`src/rtl/simon_ctrl.sv`:
```
// Register bank and load/round/capture sequencer for an iterative Simon 64/96 round core.
// Optional macro SIMON_CTRL_TRIG_ROUND0_EN narrows trigger to LOAD plus the first round.
module simon_ctrl #(
   parameter int unsigned NROUNDS = 42,
   parameter int unsigned ADDR_W  = 8
) (
   input  logic                       clk,
   input  logic                       reset,
   input  logic                       bus_we,
   input  logic [ADDR_W-1:0]          bus_addr,
   input  logic [7:0]                 bus_wdata,
   output logic [7:0]                 bus_rdata,
   output logic                       dp_load,
   output logic                       dp_round_en,
   output logic [$clog2(NROUNDS)-1:0] dp_round_idx,
   output logic [63:0]                dp_ptext,
   output logic [95:0]                dp_key,
   input  logic [63:0]                dp_state,
   output logic                       trigger,
   output logic                       busy
);

   localparam int unsigned IDX_W = $clog2(NROUNDS);
   localparam logic [IDX_W-1:0]  LAST_IDX    = IDX_W'(NROUNDS - 1);
   localparam logic [ADDR_W-1:0] ADDR_START  = ADDR_W'(8'h14);
   localparam logic [ADDR_W-1:0] ADDR_STATUS = ADDR_W'(8'h20);

   typedef enum logic [1:0] {StIdle, StLoad, StRound, StCapture} state_e;

   state_e           state_q, state_d;
   logic [IDX_W-1:0] round_idx_q;
   logic [63:0]      ptext_q;
   logic [95:0]      key_q;
   logic [63:0]      cipher_q;
   logic             done_q;
   logic             start_acc;

   // Only an idle controller accepts START; a write with bit 0 clear is a no-op.
   assign start_acc = (state_q == StIdle) && bus_we && (bus_addr == ADDR_START) && bus_wdata[0];

   always_comb begin
      state_d     = state_q;
      dp_load     = 1'b0;
      dp_round_en = 1'b0;
      trigger     = 1'b0;
      busy        = (state_q != StIdle);
      case (state_q)
         StIdle: begin
            if (start_acc) state_d = StLoad;
         end
         StLoad: begin
            dp_load = 1'b1;
            trigger = 1'b1;
            state_d = StRound;
         end
         StRound: begin
            dp_round_en = 1'b1;
`ifdef SIMON_CTRL_TRIG_ROUND0_EN
            trigger = (round_idx_q == '0);
`else
            trigger = 1'b1;
`endif
            if (round_idx_q == LAST_IDX) state_d = StCapture;
         end
         StCapture: begin
            state_d = StIdle;
         end
         default: state_d = StIdle;
      endcase
   end

   always_ff @(posedge clk or posedge reset) begin
      if (reset) begin
         state_q     <= StIdle;
         round_idx_q <= '0;
         done_q      <= 1'b0;
         cipher_q    <= '0;
      end else begin
         state_q <= state_d;
         if (start_acc) begin
            round_idx_q <= '0;
            done_q      <= 1'b0;
         end else if (state_q == StRound && round_idx_q != LAST_IDX) begin
            round_idx_q <= round_idx_q + IDX_W'(1);
         end
         if (state_q == StCapture) begin
            cipher_q <= dp_state;
            done_q   <= 1'b1;
         end
      end
   end

   // Operand registers are frozen for the whole run so the core sees stable inputs.
   always_ff @(posedge clk or posedge reset) begin
      if (reset) begin
         ptext_q <= '0;
         key_q   <= '0;
      end else if (state_q == StIdle && bus_we) begin
         for (int i = 0; i < 8; i++) begin
            if (bus_addr == ADDR_W'(i)) ptext_q[8*i +: 8] <= bus_wdata;
         end
         for (int i = 0; i < 12; i++) begin
            if (bus_addr == ADDR_W'(8 + i)) key_q[8*i +: 8] <= bus_wdata;
         end
      end
   end

   always_comb begin
      bus_rdata = 8'h00;
      for (int i = 0; i < 8; i++) begin
         if (bus_addr == ADDR_W'(i))         bus_rdata = ptext_q[8*i +: 8];
         if (bus_addr == ADDR_W'(8'h18 + i)) bus_rdata = cipher_q[8*i +: 8];
      end
      for (int i = 0; i < 12; i++) begin
         if (bus_addr == ADDR_W'(8 + i)) bus_rdata = key_q[8*i +: 8];
      end
      if (bus_addr == ADDR_STATUS) bus_rdata = {6'b0, done_q, busy};
   end

   assign dp_round_idx = round_idx_q;
   assign dp_ptext     = ptext_q;
   assign dp_key       = key_q;

endmodule

```
`config.mk`:
```
export PLATFORM = sky130hd
export DESIGN_NAME = simon_ctrl
export DESIGN_NICKNAME = d
export VERILOG_FILES = /design/src/rtl/simon_ctrl.sv
export SDC_FILE = /design/constraint.sdc
export NUM_CORES = 1
export LEC_CHECK = 0
export CAP_MARGIN = 40
export CORE_ASPECT_RATIO = 0.5
export CORE_MARGIN = 5
export CORE_UTILIZATION = 29
export CTS_BUF_LIST = sky130_fd_sc_hd__clkbuf_16
export DETAILED_ROUTE_END_ITERATION = 10
export PLACE_DENSITY_LB_ADDON = 0.12
export SYNTH_ARGS = -nofsm -noshare
export SYNTH_HDL_FRONTEND = slang
export SYNTH_SLANG_ARGS = --single-unit
```
`constraint.sdc`:
```
create_clock -name clk -period 17.1 [get_ports clk]
set_input_delay 2.565 -clock clk [delete_from_list [all_inputs] [get_ports clk]]
set_output_delay 2.565 -clock clk [all_outputs]
set_load 0.01 [all_outputs]
```
==> impl_metrics.json, run 1 <==
{
  "netlist_instances": 964,
  "holdPathStages": 1,
  "cts_buffers": 23,
  "clock_sink_count": 233,
  "synth-async-reset-ratio": 1.00,
  "path_max_fanout": 22,
  "ff2ff_path_depth": 6,
  "layout.nets": 1288,
  "fin_crit_sh": 0.529,
  "yosys.area.top_type": "dfrtp_1",
  "tightest_slew_ps": 858,
  "chipWidth_um": 292,
  "dp_hpwl_mm": 39.9,
  "synth_top_area_frac": 0.507,
  "vias_per_cell": 5.44,
  "cap_violations": 0,
  "ys_types": 74,
  "area.growth.synth_to_final_pct": 34.8,
  "fin_worst_skew_ps": 23.4,
  "overflow": 0,
  "ios": 261,
  "syn-cell-area_um2": 11500,
  "postCtsSetupRepairBufs": 0,
  "ir_worst_vdd_v": 0.0000677,
  "fp.dieArea_um2": 44000,
  "grt_usage": 0.233,
  "drive_gt1_frac": 0.263,
  "port_buffers": 260,
  "grt_pass1_wl_mm": 74.5,
  "slew_headroom": 0.426,
  "grt_pass1_vias": 9828,
  "ys_seq_area_frac": 0.507,
  "route.vias.total": 9519,
  "wl_mm": 53.0,
  "clk_latency_ps": 560,
  "status": "completed",
  "setup_viol": 0,
  "ant_nets": 0,
  "p_clk_frac": 0.324,
  "cts-root-buf": "clkbuf_16",
  "p_leak_nw": 6.56,
  "synth_edf_count": 0,
  "cts.clk_slew.worst_paths_ps": 70,
  "clockBufferDepth": 3,
  "post_drt_wl_per_cell_um": 30.3,
  "finalSetupTns_ps": 0,
  "switching_share": 0.306,
  "cts_tree": "yes",
  "yosys_warnings": 0,
  "power_density_nw_per_um2": 109,
  "synth_area_leaders": "dfrtp_1, mux2_2, a22oi_1, a21oi_1, o21ai_0",
  "gp_congestion": 0.918,
  "row_count": 51,
  "share_comb_of_total_power": 0.229,
  "pre_cts_slack_ps": 8100,
  "crit_path_end_kind": "primary output",
  "initial_utilization": 0.295,
  "antenna_found_initial": 1,
  "slew_viol_final": 0,
  "yosys_most_used_dff": "dfrtp_1",
  "final_common_cell": "clkdlybuf4s50_1",
  "core-area_um2": 39100,
  "first_pass_iters": 7,
  "drt_iter0_drc": 819,
  "pwr-share-seq": 0.447,
  "grt_max_degree": 97,
  "period_minus_slack_ps": 9040,
  "fmax_mhz": 111,
  "crit_type": "in2out",
  "cp_data_required_time_ps": 14530,
  "worst_setup_path_start_kind": "input pin",
  "synth.ff_latch_count": 233,
  "syn_area_per_cell_um2": 11.9,
  "hold_buffers": 0,
  "synth_fp_nets": 1054,
  "setup_slack_ps": 8060,
  "hold_viol_final": 0,
  "h-tree-depth": 1,
  "arrival_ps": 6480,
  "p_sw_mw": 0.518,
  "layout_common_cells": "clkdlybuf4s50_1, dfrtp_1, mux2_2",
  "p_int_mw": 1.17,
  "rsz0062_at_grt": "false",
  "hold_path.class": "reg2reg",
  "drc": 0,
  "cts-resized-gates": 0,
  "fp.dieH_um": 151
}
[cell families after synthesis]
logic type	share of synthesized area
and+or+nand+nor	0.0856
buffers and inverters	0.0339
adders and majority gates	0.00761
xor gates and xnor gates	0.00457
DFF	0.507
AOI/OAI and AO/OA	0.117
muxes	0.244
[metrics by stage]
step                cell area (um2)  utilization  total power, mW  cells  hold WS, ps
detailed placement            14700        0.377             1.15   1703          497
global placement              14600        0.373             1.14   1694          489
global route                  15500        0.397             1.77   1745          522
CTS                           15500        0.397             1.71   1745          513
finish                        15500        0.397             1.69   1749          512
floorplan                     11500            -            0.948    964          450
[layer usage]
metal	share of wire	track usage	vias to the layer above
met2	0.46	0.380	341
li1	-	-	4068
met4	0.012	0.0307	2
met3	0.069	0.0476	36
met5	0.00087	0.00776	-
met1	0.45	0.333	5072
[flip-flops by register name (all words and copies together) (netlist names)]
signal / cells
dp_round_idx: 6
state_q: 2
dp_ptext: 64
done_q: 1
dp_key: 96
cipher_q: 64
[final timing paths]
path,startpoint,slack [ps],endpoint
worst max-delay path,bus_addr[4],8060,bus_rdata[5]
worst min-delay path,cipher_q[4],510,cipher_q[4]
max in group asynchronous,reset,13280,dp_ptext[57]
worst max register to register,state_q[0],14490,dp_key[58]
min in group asynchronous,reset,2490,cipher_q[54]
worst min register to register,cipher_q[4],510,cipher_q[4]
[worst max-delay path, cell delays in order]
cell and delay (ps):
clkdlybuf4s50_1 610, nor2_1 730, and2_1 780, a22oi_1 210, mux4_2 490, nor4bb_1 180
o22ai_1 300, clkdlybuf4s50_1 600
[power groups by stage]
stage / logic [mW] / registers [mW] / clock network (mW)
6_report: 0.388 / 0.755 / 0.548
5_1_grt: 0.417 / 0.766 / 0.585
4_1_cts: 0.392 / 0.754 / 0.561
3_5_place_dp: 0.389 / 0.763 / 0
3_3_place_gp: 0.373 / 0.763 / 0
2_1_floorplan: 0.222 / 0.726 / 0
[Yosys cell counts, drive strengths merged (3+ instances only)]
cell,n
dfrtp,233
mux2,233
nor2,47
clkbuf,46
nand2,40
o21ai,40
a21oi,36
buf,33
nand3,33
a22oi,25
o22ai,25
mux2i,12
nor3,11
inv,10
a211oi,8
a31oi,8
and2,8
ha,7
nand4,7
o31ai,7
and3,6
nand2b,6
o221ai,6
a211o,5
a221oi,5
a311oi,5
nor4,5
xor2,5
nor2b,4
o211ai,4
o21a,4
a222oi,3
mux4,3
o2bb2ai,3
o32ai,3
[area by class of cell]
type	count	area, um2
fill	3813	23500
sequential	233	5830
multi-input combinational	642	5290
timing repair buffer	288	2880
tap	530	663
clock buffer	23	576
clock inverter	19	209
inverter	10	45.0
antenna	4	10.0
Note: power is estimated with default switching activity, not from simulation.
==> run 2: changes to the inputs <==
- clock period: 17.1 -> 9.4 ns (I/O delays scaled with it)
==> run 2 against run 1 <==
  * Wire length is 0.42% lower
  * Critical path depth stayed put
  * Cell area hardly changed
  * Largest cell class unchanged
==> impl_metrics.json, run 2 (same netlist as run 1, synthesis figures left out) <==
{
  "fin_crit_sh": 0.722,
  "holdPathStages": 1,
  "crit_top_cell": "clkdlybuf4s50_1",
  "setup_viol": 0,
  "fmax_mhz": 147,
  "cts_tree": "yes",
  "area.growth.synth_to_final_pct": 34.7,
  "grt_busiest_layer": "met2",
  "crit_family": "simple AND/OR/NAND/NOR gates",
  "use_met1": 0.328,
  "ant_nets": 0,
  "crit_path_cell_trace": "clkdlybuf4s50_1 -> nor2_1 -> and2_1 -> a22oi_1 -> mux4_2 -> nor4bb_1 -> o22ai_1 -> clkdlybuf4s50_1",
  "cp_data_required_time_ps": 7990,
  "post_drt_wl_per_cell_um": 30.2,
  "cts_buffers": 23,
  "grt_usage": 0.232,
  "fp.dieH_um": 151,
  "overflow": 0,
  "clockBufferDepth": 3,
  "grt_pass1_vias": 9747,
  "arrival_ps": 5370,
  "first_pass_iters": 5,
  "clock_sink_count": 233,
  "slew_headroom": 0.400,
  "drive_gt1_frac": 0.262,
  "worst_setup_path_start_kind": "input pin",
  "critPathSlowestCell": "and2_1",
  "vias_per_cell": 5.43,
  "grt_pass1_wl_mm": 74.5,
  "fin_worst_skew_ps": 17.8,
  "slowest_delay_ps": 810,
  "finalSetupTns_ps": 0,
  "largest_reg_flops": 96,
  "hold_viol_final": 0,
  "fin_area_um2": 15500,
  "hold_buffers": 0,
  "ios": 261,
  "wl_mm": 52.7,
  "grtUsageMet3": 0.0614,
  "antenna_found_initial": 0,
  "power_mw": 3.07,
  "n_antenna_cell": 0,
  "h-tree-depth": 1,
  "status": "completed",
  "placed_cells": 1703,
  "cp_num_buf_inv": 2,
  "core-area_um2": 39100,
  "ir_worst_vdd_v": 0.000108,
  "power_density_nw_per_um2": 198,
  "dp_hpwl_mm": 40.1,
  "drt_iter0_drc": 800,
  "hold_path.class": "reg2reg",
  "layout.nets": 1288,
  "crit_type": "in2out",
  "placed_cell_area_um2": 14700,
  "cts.clk_slew.worst_paths_ps": 60,
  "grtUsageMet2": 0.367,
  "p_leak_nw": 6.55,
  "cap_violations": 0,
  "crit_path_end_kind": "primary output",
  "row_count": 51,
  "route.vias.total": 9471,
  "cts-resized-gates": 0,
  "gp_congestion": 0.963,
  "slew_viol_final": 0,
  "initial_utilization": 0.295,
  "stdcell_count": 1744,
  "path_depth": 8,
  "cts-root-buf": "clkbuf_16",
  "ff2ff_path_depth": 6,
  "rsz0062_at_grt": "false",
  "port_buffers": 260,
  "drc": 0,
  "postCtsSetupRepairBufs": 0,
  "fp.dieArea_um2": 44000,
  "period_minus_slack_ps": 6780,
  "timing.hold.ws_ps": 511,
  "clk_latency_ps": 540,
  "path_max_fanout": 22,
  "layout_common_cells": "clkdlybuf4s50_1, dfrtp_1, mux2_2",
  "grt_max_degree": 97,
  "chipWidth_um": 292,
  "tightest_slew_ps": 896,
  "final_common_cell": "clkdlybuf4s50_1"
}
-- run 2: changes by cell type in the layout (fill, tap and decap cells not counted) --
cell        previous run  this run
buf_16                 2         3
buf_8                  5         4
clkinv_1               3         4
clkinv_2               6         2
clkinv_4               0         1
clkinvlp_4             1         2
diode_2                4         0
inv_16                 1         0
inv_6                  1         2
-- run 2: layer usage --
metal	wire length, um	share of wire
met1	24000	0.45
met2	24000	0.45
met3	3780	0.072
met4	1010	0.019
met5	0	0
-- run 2: worst paths after layout --
kind | start | end | slack (ps)
worst max-delay path | bus_addr[4] | bus_rdata[5] | 2620
worst min-delay path | cipher_q[11] | cipher_q[11] | 510
worst max register to register | state_q[0] | dp_key[58] | 6830
worst min register to register | cipher_q[11] | cipher_q[11] | 510
max in group asynchronous | reset | dp_key[49] | 6660
min in group asynchronous | reset | cipher_q[46] | 1380
-- run 2: layout make-up --
type | instances | area, um2
tap | 530 | 663
timing repair buffer | 288 | 2900
clock buffer | 23 | 576
inverter | 10 | 45.0
fill | 3797 | 23600
sequential | 233 | 5830
multi-input combinational | 642 | 5290
clock inverter | 18 | 198
-- run 2: where the power goes --
group	switching, mW	internal (mW)
logic	0.324	0.376
registers	0.188	1.19
clock network	0.428	0.559
-- run 2: stage by stage --
step	worst slack [ps]	utilization
floorplan	1600	-
global placement	2740	0.373
detailed placement	2680	0.377
CTS	2690	0.397
global route	2490	0.397
finish	2620	0.397
